$ cat src/rtl/rs_ff_bank_if.sv
// Data, scan and mode-configuration signals of the configurable register bank.
// The interface WIDTH must match the WIDTH of the rs_ff_bank it connects to.
interface rs_ff_bank_if #(
   parameter int WIDTH = 8
);
   logic [WIDTH-1:0] D;
   logic [WIDTH-1:0] E;
   logic [WIDTH-1:0] Q;
   logic             SE;
   logic             SI;
   logic             SO;
   logic             SCAN_MODE;
   logic             cfg_start;
   logic             cfg_valid;
   logic             cfg_si;
   logic             cfg_busy;
   logic             cfg_done;

   modport slave (
      input  D, E, SE, SI, SCAN_MODE, cfg_start, cfg_valid, cfg_si,
      output Q, SO, cfg_busy, cfg_done
   );

   modport master (
      output D, E, SE, SI, SCAN_MODE, cfg_start, cfg_valid, cfg_si,
      input  Q, SO, cfg_busy, cfg_done
   );
endinterface

$ cat src/rtl/rs_ff_bank.sv
// WIDTH configurable flops with per-bit enable, scan chain and a serially
// loaded per-bit output mode (registered or enable-gated bypass).
module rs_ff_cell #(
   parameter logic RST_BIT = 1'b0
) (
   input  logic CK,
   input  logic RS,
   input  logic d,
   input  logic e,
   input  logic se,
   input  logic si,
   input  logic mode_eff,
   output logic ff_q,
   output logic q
);
   logic ff_d;

   always_comb begin
      ff_d = ff_q;
      if (se)     ff_d = si;
      else if (e) ff_d = d;
   end

   always_ff @(posedge CK) begin
      if (!RS) ff_q <= RST_BIT;
      else     ff_q <= ff_d;
   end

   // Bypass follows D while enabled and falls back to the stored bit otherwise.
   assign q = (mode_eff && e) ? d : ff_q;
endmodule

module rs_ff_bank #(
   parameter int               WIDTH   = 8,
   parameter logic [WIDTH-1:0] RST_VAL = '0
) (
   input  logic         CK,
   input  logic         RS,
   rs_ff_bank_if.slave  bus
);
   localparam int CW = $clog2(WIDTH + 1);
   localparam logic [CW-1:0] LAST = CW'(WIDTH - 1);

   typedef enum logic [1:0] {IDLE, LOAD, DONE} state_t;

   state_t           state_q;
   logic [WIDTH-1:0] mode_q, mode_d;
   logic [CW-1:0]    cnt_q;
   logic             busy_q, done_q;
   logic [WIDTH-1:0] ff_q, scan_src, mode_eff;

   // First bit shifted in ends up at mode[0] after WIDTH shifts.
   always_comb begin
      mode_d            = mode_q >> 1;
      mode_d[WIDTH-1]   = bus.cfg_si;
   end

   always_ff @(posedge CK) begin
      if (!RS) begin
         state_q <= IDLE;
         mode_q  <= '0;
         cnt_q   <= '0;
         busy_q  <= 1'b0;
         done_q  <= 1'b0;
      end else begin
         case (state_q)
            IDLE: if (bus.cfg_start) begin
               state_q <= LOAD;
               cnt_q   <= '0;
               busy_q  <= 1'b1;
            end
            LOAD: if (bus.cfg_valid) begin
               mode_q <= mode_d;
               if (cnt_q == LAST) begin
                  state_q <= DONE;
                  busy_q  <= 1'b0;
                  done_q  <= 1'b1;
               end else begin
                  cnt_q <= cnt_q + 1'b1;
               end
            end
            DONE: if (bus.cfg_start) begin
               state_q <= LOAD;
               cnt_q   <= '0;
               busy_q  <= 1'b1;
               done_q  <= 1'b0;
            end
            default: state_q <= IDLE;
         endcase
      end
   end

   // Mode only applies once a full load has landed and test mode is off.
   assign mode_eff = mode_q & {WIDTH{done_q & ~bus.SCAN_MODE}};

   for (genvar g = 0; g < WIDTH; g++) begin : g_bit
      if (g == 0) begin : g_head
         assign scan_src[g] = bus.SI;
      end else begin : g_chain
         assign scan_src[g] = ff_q[g-1];
      end
      rs_ff_cell #(.RST_BIT(RST_VAL[g])) u_cell (
         .CK       (CK),
         .RS       (RS),
         .d        (bus.D[g]),
         .e        (bus.E[g]),
         .se       (bus.SE),
         .si       (scan_src[g]),
         .mode_eff (mode_eff[g]),
         .ff_q     (ff_q[g]),
         .q        (bus.Q[g])
      );
   end

   assign bus.SO       = ff_q[WIDTH-1];
   assign bus.cfg_busy = busy_q;
   assign bus.cfg_done = done_q;
endmodule

$ cat src/flat_wrapper.sv
// flat-port wrapper written by rule: the top's interface ports become plain ports
module rs_ff_bank_flat 
#(
   parameter int               WIDTH   = 8,
   parameter logic [WIDTH-1:0] RST_VAL = '0
)
  (CK, RS, bus_D, bus_E, bus_SE, bus_SI, bus_SCAN_MODE, bus_cfg_start, bus_cfg_valid, bus_cfg_si, bus_Q, bus_SO, bus_cfg_busy, bus_cfg_done);
  rs_ff_bank_if #(.WIDTH(WIDTH)) bus_i ();
  input  logic CK;
  input  logic RS;
  input wire logic [$bits(bus_i.D)-1:0] bus_D;
  input wire logic [$bits(bus_i.E)-1:0] bus_E;
  input wire logic [$bits(bus_i.SE)-1:0] bus_SE;
  input wire logic [$bits(bus_i.SI)-1:0] bus_SI;
  input wire logic [$bits(bus_i.SCAN_MODE)-1:0] bus_SCAN_MODE;
  input wire logic [$bits(bus_i.cfg_start)-1:0] bus_cfg_start;
  input wire logic [$bits(bus_i.cfg_valid)-1:0] bus_cfg_valid;
  input wire logic [$bits(bus_i.cfg_si)-1:0] bus_cfg_si;
  output wire logic [$bits(bus_i.Q)-1:0] bus_Q;
  output wire logic [$bits(bus_i.SO)-1:0] bus_SO;
  output wire logic [$bits(bus_i.cfg_busy)-1:0] bus_cfg_busy;
  output wire logic [$bits(bus_i.cfg_done)-1:0] bus_cfg_done;
  assign bus_i.D = bus_D;
  assign bus_i.E = bus_E;
  assign bus_i.SE = bus_SE;
  assign bus_i.SI = bus_SI;
  assign bus_i.SCAN_MODE = bus_SCAN_MODE;
  assign bus_i.cfg_start = bus_cfg_start;
  assign bus_i.cfg_valid = bus_cfg_valid;
  assign bus_i.cfg_si = bus_cfg_si;
  assign bus_Q = bus_i.Q;
  assign bus_SO = bus_i.SO;
  assign bus_cfg_busy = bus_i.cfg_busy;
  assign bus_cfg_done = bus_i.cfg_done;
  rs_ff_bank #(.WIDTH(WIDTH), .RST_VAL(RST_VAL)) u_core (.CK(CK), .RS(RS), .bus(bus_i));
endmodule
$ cat config.mk
export PLATFORM = sky130hd
export DESIGN_NAME = rs_ff_bank_flat
export DESIGN_NICKNAME = d
export VERILOG_FILES = /design/src/rtl/rs_ff_bank_if.sv /design/src/rtl/rs_ff_bank.sv /design/src/flat_wrapper.sv
export SDC_FILE = /design/constraint.sdc
export NUM_CORES = 1
export LEC_CHECK = 0
export CAP_MARGIN = 15
export CORE_UTILIZATION = 43
export CTS_CLUSTER_SIZE = 14
export DETAILED_ROUTE_END_ITERATION = 10
export GPL_ROUTABILITY_DRIVEN = 1
export GPL_TIMING_DRIVEN = 0
export MAX_ROUTING_LAYER = met4
export PLACE_DENSITY = 0.81
export RECOVER_POWER = 50
export SKIP_CTS_REPAIR_TIMING = 1
export SLEW_MARGIN = 20
export SYNTH_ARGS = -nofsm -noshare
export SYNTH_HDL_FRONTEND = slang
export SYNTH_HIERARCHICAL = 1
export SYNTH_SLANG_ARGS = --single-unit
$ cat constraint.sdc
create_clock -name CK -period 1.4 [get_ports CK]
set_clock_uncertainty 0.15 [all_clocks]
set_input_delay 0.28 -clock CK [delete_from_list [all_inputs] [get_ports CK]]
set_output_delay 0.28 -clock CK [all_outputs]
set_load 0.1 [all_outputs]
==> reports/metrics.csv, run 1 <==
metric,value,unit
layout_common_cells,"21 x nand2_1, 20 x clkdlybuf4s50_1, 19 x dfxtp_1",
whs_path_depth,2,
instances_no_fill,204,
synth_cells,134,
synth_top_family_by_area,simple AND/OR/NAND/NOR gates,
ys_warn_count,6,
die_area,3210,µm²
crit_slowest_cell,dfxtp_4,
clockRootBuffer,clkbuf_4,
clock_latency,0.30,ns
htreeDepth,1,
cp.required,0.97,ns
nets,199,
tightest_slew,0.501,ns
whs,0.242,ns
r2r-start,u_core/cnt_q[0]$_SDFFE_PN0P_,
rows,19,
timing.setup.tns,-4.89,ns
final_common_cell,nand2_1,
start_kind,register,
die_y,56.7,µm
core-area,2810,µm²
finalHoldViolCount,0,
io_pins,35,
synthSimpleGateAreaFrac,0.242,
synth_compound_area_frac,0.176,
die_w,56.7,µm
first_pass_iters,7,
via_per_inst,5.38,
r2r-end,u_core/cnt_q[2]$_SDFFE_PN0P_,
initial_utilization,0.458,
clock-sinks,24,
outcome,"finished, violations left",
clockBufferDepth,2,
regArea,492,µm²
yosys.area_share.xor_xnor,0,
clkTransAtPathRegs,0.13,ns
synth_mux_area_frac,0.148,
end_kind,primary output,
io_buffers,34,
reg2reg_depth,4,
pre_cts_slack,-1.49,ns
fmax,497,MHz
crit_type,register to primary output,
vias,1098,
cts_buffers,3,
fillCellCount,230,
critPathMaxStageDelay,0.37,ns
gr-total-overflow,0,
synth_nets,159,
rsz0062_at_grt,true,
grt_max_degree,17,
drv_slew,0,
grt_pass1_vias,1022,
cp_cell_sequence,nor2b_4 > and2_1 > nand2_1 > mux2_4 > buf_8,
place.gp.congestion,0.793,
grtUsageTotal,0.167,
drc_errors,12,
peakVddDrop,539,µV
dp_hpwl,1.94,mm
drt_iter0_markers,42,
p_per_area,824,nW/µm²
r2r_slack,-0.05,ns
synth_area,1280,µm²
tritoncts,done,
wl_per_cell,12.9,µm
ant_nets,0,
multiInputGateArea,806,µm²
relSlewSlack,0.665,
finalCritPeriodShare,1.44,
place_inst,199,
ys_ff_latch,24,
crit_path_max_fanout,8,
hold_path.startpoint,RS,
power.leakage,0.792,nW
period_needed,2.01,ns
antenna_found_initial,0,
diodes,0,
final_layout_size_suffix_gt1_frac,0.260,
grt_first_pass_wirelength,4.17,mm
post-route-worst-setup-slack,-0.614,ns
area_delta_synth_final,43.5,%
hold_path_class,input pin to register,
setup_viol,11,
synth_fa_ha_area_frac,0.00974,
failed_checks,"design-rule violations, negative setup slack",
yosysSeqAreaShare,0.374,
wl,2.63,mm
maxCapViolCount,0,
yosys.cell_types.count,33,
hold_end,u_core/g_bit[7].u_cell/ff_q$_SDFFE_PN0P_,
avgSynthCellArea,9.59,µm²
arrival,1.58,ns
## flip-flops by register name, indices dropped and copies added, names as in the netlist
register,count
u_core/bus.cfg_busy,1
u_core/bus.cfg_done,1
u_core/cnt_q,4
u_core/g_bit.u_cell/ff_q,8
u_core/mode_q,8
u_core/state_q,2
## how the worst max path moves through the flow
stage	startpoint	end	slack, ns	cells past startpoint
3_5_place_dp	bus_SCAN_MODE	bus_Q[7]	-1.49	6
3_3_place_gp	bus_SCAN_MODE	bus_Q[1]	-1.47	6
6_report	u_core/bus.cfg_done$_SDFFE_PN0P_	bus_Q[1]	-0.61	5
5_1_grt	u_core/bus.cfg_done$_SDFFE_PN0P_	bus_Q[3]	-0.69	5
4_1_cts	bus_SCAN_MODE	bus_Q[7]	-1.48	6
2_1_floorplan	u_core/bus.cfg_done$_SDFFE_PN0P_	bus_Q[0]	-0.40	4
## power breakdown
group,total [W],internal [W],switching [W]
sequential,0.000722,0.000706,0.0000158
combinational,0.000443,0.000194,0.000249
clock,0.000355,0.000158,0.000197
total,0.00152,0.00106,0.000462
## worst max-delay path: cells and delay by family (launching register included)
| family | cells | cell delay, ns |
|---|---|---|
| buffers and inverters | 1 | 0.17 |
| flip-flops | 1 | 0.37 |
| multiplexers | 1 | 0.31 |
| AND/OR/NAND/NOR | 3 | 0.43 |
## Yosys cell counts
master,n,area [µm²]
dfxtp_1,24,480
nand2_1,24,90.1
a21boi_1,9,67.6
nand2b_1,9,56.3
and2_1,8,50.1
mux2_1,8,90.1
mux2_2,8,90.1
o211a_1,8,80.1
nand3b_1,4,30.0
nor2b_1,3,18.8
o211ai_1,3,22.5
a21boi_0,2,15.0
buf_6,2,22.5
inv_1,2,7.51
nand4_1,2,12.5
a211o_1,1,8.76
a21oi_1,1,5.00
a22oi_1,1,7.51
a31oi_1,1,6.26
a41oi_1,1,8.76
and3_1,1,6.26
and3b_1,1,8.76
and3b_4,1,12.5
buf_12,1,20.0
buf_2,1,5.00
clkbuf_1,1,3.75
clkbuf_2,1,5.00
ha_1,1,12.5
mux2i_1,1,10.0
nand3_2,1,10.0
nand4b_1,1,8.76
nor3b_1,1,7.51
o21ai_0,1,5.00
## cell families (layout without fill, tap and decap cells)
logic type	count (synthesis)	after routing
flip-flops	24	24
multiplexers	17	17
AND/OR/NAND/NOR	56	56
buffers and inverters	8	47
AO/OA/AOI/OAI	28	28
adder cells (fa/ha/maj)	1	1
## stage by stage
step | power [W] | utilization | area (µm²)
detailed placement | 0.00115 | 0.609 | 1710
floorplan | 0.00101 | - | 1330
CTS | 0.00150 | 0.622 | 1740
global placement | 0.00114 | 0.609 | 1710
global route | 0.00158 | 0.657 | 1840
finish | 0.00152 | 0.657 | 1840
## routing by layer
| metal | up-vias | wire length [µm] | global-route usage |
|---|---|---|---|
| met5 | - | 0 | - |
| met4 | 0 | 18 | 0.0536 |
| met3 | 2 | 122 | 0.0300 |
| met2 | 25 | 1370 | 0.296 |
| met1 | 516 | 1130 | 0.190 |
| li1 | 555 | - | - |
## final cells by class
cell class	instances	share of cell area
multi-input cells	102	0.437
flip-flops and latches	24	0.267
repair buffers	35	0.226
plain buffers	6	0.0258
well taps	31	0.0210
clock buffers	4	0.0197
inverters	2	0.00407
Power figures use the tool's default switching activity.
==> run 2, diff against run 1 <==
Settings changed: CELL_PAD_IN_SITES_DETAIL_PLACEMENT set to 0, CELL_PAD_IN_SITES_GLOBAL_PLACEMENT set to 1, CORE_UTILIZATION 43 to 32.
==> reports/metrics.csv, run 2 (same netlist as run 1, synthesis figures left out) <==
metric,value,unit,change
clockRootBuffer,clkbuf_8,,
clock_latency,0.26,ns,-0.04 ns
start_kind,register,,
vias,1121,,+2.1%
maxCapViolCount,0,,unchanged
crit_type,register to primary output,,
io_buffers,34,,unchanged
ant_nets,0,,unchanged
fmax,505,MHz,+1.7%
finalHoldViolCount,0,,unchanged
period_needed,1.98,ns,-0.0342 ns
antenna_found_initial,0,,unchanged
timing.setup.tns,-4.94,ns,-0.0543 ns
htreeDepth,1,,unchanged
regArea,489,µm²,-0.51%
tritoncts,done,,
grtUsageTotal,0.150,,-0.0178
rows,22,,+3
nets,201,,+1.0%
die_y,65.4,µm,+15%
wl_per_cell,13.3,µm,+2.7%
post-route-worst-setup-slack,-0.580,ns,+0.0342 ns
place.gp.congestion,0.770,,-2.9%
die_area,4270,µm²,+33%
clock-sinks,24,,unchanged
diodes,0,,unchanged
grt_max_degree,17,,unchanged
grt_pass1_vias,1063,,+4.0%
hold_path_class,input pin to register,,
io_pins,35,,unchanged
finalCritPeriodShare,1.41,,-0.0245
clkTransAtPathRegs,0.08,ns,-0.05 ns
total_power,0.00163,W,+7.1%
layout_common_cells,"21 x nand2_1, 19 x clkdlybuf4s50_1, 19 x dfxtp_1",,
fillCellCount,367,,+60%
relSlewSlack,0.357,,-0.308
crit_slowest_cell,dfxtp_4,,
drt_iter0_markers,9,,-79%
cp_cell_sequence,nor2b_4 > and2_1 > nand2_1 > mux2_4 > buf_8,,
via_per_inst,5.03,,-6.6%
placed_area,1730,µm²,+1.2%
gr-total-overflow,0,,unchanged
outcome,"finished, violations left",,
setup_viol,10,,-1
dp_hpwl,2.10,mm,+8.4%
p_per_area,867,nW/µm²,+5.2%
cts_buffers,3,,unchanged
grt_first_pass_wirelength,4.89,mm,+17%
tightest_slew,0.963,ns,+0.461 ns
first_pass_iters,4,,-3
initial_utilization,0.343,,-0.115
failed_checks,negative setup slack,,
rsz0062_at_grt,true,,
die_w,65.4,µm,+15%
crit_path_max_fanout,8,,unchanged
worst-path-buf-inv,1,,unchanged
top_regs,"u_core/g_bit.u_cell/ff_q (8), u_core/mode_q (8), u_core/cnt_q (4)",,
multiInputGateArea,806,µm²,unchanged
stdcell_area,1880,µm²,+1.8%
core-area,3740,µm²,+33%
crit_family,simple AND/OR/NAND/NOR gates,,
final_common_cell,nand2_1,,
clockBufferDepth,2,,unchanged
wl,2.96,mm,+12%
end_kind,primary output,,
peakVddDrop,378,µV,-30%
final_layout_size_suffix_gt1_frac,0.269,,+0.00846
area_delta_synth_final,46.1,%,
drc_errors,0,,-12
power.leakage,0.832,nW,+5.0%
arrival,1.55,ns,-0.03 ns
drv_slew,0,,unchanged
cp.required,0.97,ns,about the same
critPathMaxStageDelay,0.35,ns,-0.02 ns
-- run 2: stage by stage --
step,utilization,hold WS (ns),worst slack (ns),std cells
5_1_grt,0.501,0.227,-0.673,223
3_3_place_gp,0.462,0.295,-1.49,216
2_1_floorplan,-,0.256,-0.397,134
3_5_place_dp,0.462,0.308,-1.52,216
6_report,0.501,0.219,-0.580,223
4_1_cts,0.477,0.320,-1.52,220
-- run 2: worst paths after layout --
kind / from / to / slack, ns / cells past startpoint
worst max register to register: u_core/cnt_q[0]$_SDFFE_PN0P_ / u_core/cnt_q[2]$_SDFFE_PN0P_ / -0.02 / 4
worst min register to register: u_core/mode_q[0]$_SDFFE_PN0P_ / u_core/mode_q[0]$_SDFFE_PN0P_ / 0.31 / 2
worst max-delay path: u_core/bus.cfg_done$_SDFFE_PN0P_ / bus_Q[5] / -0.58 / 5
worst min-delay path: RS / u_core/g_bit[1].u_cell/ff_q$_SDFFE_PN0P_ / 0.22 / 2
-- run 2: area by class of cell --
type,count,share of cell area
plain buffers,6,0.0240
clock buffers,4,0.0293
inverters,2,0.00400
multi-input cells,102,0.429
flip-flops and latches,24,0.261
well taps,48,0.0320
repair buffers,37,0.221
-- run 2: power breakdown --
part	switching [W]	internal (W)
sequential	0.0000161	0.000706
combinational	0.000252	0.000190
clock	0.000212	0.000251
-- run 2: metal layers --
layer | GRT usage | share of wire | vias to the layer above
met5 | - | 0 | -
met1 | 0.177 | 0.44 | 541
met4 | 0.0380 | 0 | 0
met3 | 0.0278 | 0.048 | 0
met2 | 0.259 | 0.51 | 21
li1 | - | - | 559
==> run 3, diff against run 2 <==
Settings changed: CORE_MARGIN set to 2, SETUP_SLACK_MARGIN set to 0.3.
==> reports/metrics.csv, run 3 (same netlist as run 1, synthesis figures left out) <==
metric,value,unit,change
outcome,"finished, violations left",,
failed_checks,negative setup slack,,
pwr-share-comb,0.304,,+0.032
rsz0062_at_grt,true,,
grt_max_degree,17,,unchanged
first_pass_iters,4,,unchanged
via_per_inst,4.88,,-2.8%
top_regs,"u_core/g_bit.u_cell/ff_q (8), u_core/mode_q (8), u_core/cnt_q (4)",,
gr-total-overflow,0,,unchanged
fmax,500,MHz,-0.97%
clockRootBuffer,clkbuf_8,,
wl_per_cell,13.8,µm,+3.9%
clockBufferDepth,2,,unchanged
reg2reg_depth,4,,unchanged
rows,23,,+4.5%
wl,3.22,mm,+9.0%
finalCritPeriodShare,1.43,,+0.0139
die_area,4540,µm²,+6.2%
peakVddDrop,460,µV,+22%
tritoncts,done,,
power.leakage,1.10,nW,+32%
area_delta_synth_final,69.7,%,
die_w,67.4,µm,+3.1%
setup_viol,8,,-2
whs,0.207,ns,-0.0123 ns
clockPowerShare,0.258,,-0.026
place.gp.congestion,0.721,,-6.4%
cp.required,0.97,ns,about the same
tightest_slew,0.536,ns,-0.427 ns
whs_path_depth,2,,unchanged
ant_nets,0,,unchanged
grt_first_pass_wirelength,4.57,mm,-6.4%
drt_iter0_markers,22,,+13
core-area,3940,µm²,+5.3%
placed_area,1790,µm²,+3.3%
start_kind,register,,
clkTransAtPathRegs,0.09,ns,about the same
drc_errors,0,,unchanged
maxCapViolCount,0,,unchanged
grtUsageTotal,0.134,,-0.0155
layout_common_cells,"17 x dlymetal6s2s_1, 17 x dfxtp_1, 11 x buf_12, 11 x nand2_2",,
io_pins,35,,unchanged
drv_slew,0,,unchanged
die_y,67.4,µm,+3.1%
io_buffers,34,,unchanged
p_sw,0.000509,W,+6.0%
nets,210,,+4.5%
finalHoldViolCount,0,,unchanged
stdcell_area,2180,µm²,+16%
crit_path_max_fanout,8,,unchanged
grt_pass1_vias,1097,,+3.2%
relSlewSlack,0.642,,+0.285
cts_buffers,3,,unchanged
post-route-worst-setup-slack,-0.599,ns,-0.0194 ns
end_kind,primary output,,
swShare,0.308,,+0.0131
period_needed,2.00,ns,+0.0194 ns
initial_utilization,0.326,,-0.0173
clock-sinks,24,,unchanged
crit_type,register to primary output,,
htreeDepth,1,,unchanged
clock_latency,0.26,ns,about the same
pwr-share-seq,0.438,,-0.006
final_layout_size_suffix_gt1_frac,0.451,,+0.183
antenna_found_initial,0,,unchanged
diodes,0,,unchanged
vias,1143,,+2.0%
dp_hpwl,2.14,mm,+2.0%
hold_path_class,input pin to register,,
arrival,1.57,ns,+0.02 ns
p_per_area,757,nW/µm²,-13%
p_int,0.00114,W,-0.40%
==> run 3: worst max-delay path, stage by stage (launching register included) <==
cell,delay [ns]
dfxtp_4,0.35
nor2b_4,0.23
and2_4,0.18
nand2_2,0.05
mux2_4,0.31
buf_12,0.17
==> run 3: metal layers <==
metal	track usage	part of all wire	wire, µm	vias up
li1	-	-	-	572
met1	0.151	0.42	1350	543
met2	0.248	0.53	1700	26
met3	0.0167	0.050	160	2
met4	0.0383	0.0037	12	0
met5	-	0	0	-
==> run 3: final cells by class <==
class / count / area (µm²)
fill: 354 / 1760
multi-input combinational: 102 / 905
timing repair buffer: 46 / 598
sequential: 24 / 499
buffer: 6 / 63.8
tap: 50 / 62.6
clock buffer: 4 / 45.0
inverter: 2 / 7.51
==> run 3: power by group through the flow <==
stage / logic (W) / registers (W) / clock network [W]
5_1_grt: 0.000528 / 0.000727 / 0.000476
4_1_cts: 0.000427 / 0.000722 / 0.000439
2_1_floorplan: 0.000254 / 0.000767 / 0
3_5_place_dp: 0.000426 / 0.000738 / 0
3_3_place_gp: 0.000419 / 0.000736 / 0
6_report: 0.000503 / 0.000723 / 0.000426
==> run 3: final timing paths <==
check                                   startpoint                                       end  slack [ns]
setup / recovery  u_core/bus.cfg_done$_SDFFE_PN0P_                                  bus_Q[7]       -0.60
hold / removal                                  RS  u_core/g_bit[7].u_cell/ff_q$_SDFFE_PN0P_        0.21
setup reg to reg      u_core/cnt_q[1]$_SDFFE_PN0P_              u_core/cnt_q[2]$_SDFFE_PN0P_        0.01
hold reg to reg       u_core/cnt_q[0]$_SDFFE_PN0P_              u_core/cnt_q[0]$_SDFFE_PN0P_        0.33
==> run 3: metrics by stage <==
step / total power, W / utilization / instances / TNS, ns / setup WS (ns)
floorplan: 0.00102 / - / 134 / -3.17 / -0.397
global placement: 0.00115 / 0.453 / 218 / -22.89 / -1.49
detailed placement: 0.00116 / 0.453 / 218 / -23.54 / -1.50
CTS: 0.00159 / 0.465 / 222 / -18.36 / -1.49
global route: 0.00173 / 0.553 / 234 / -5.42 / -0.666
finish: 0.00165 / 0.553 / 234 / -4.64 / -0.599
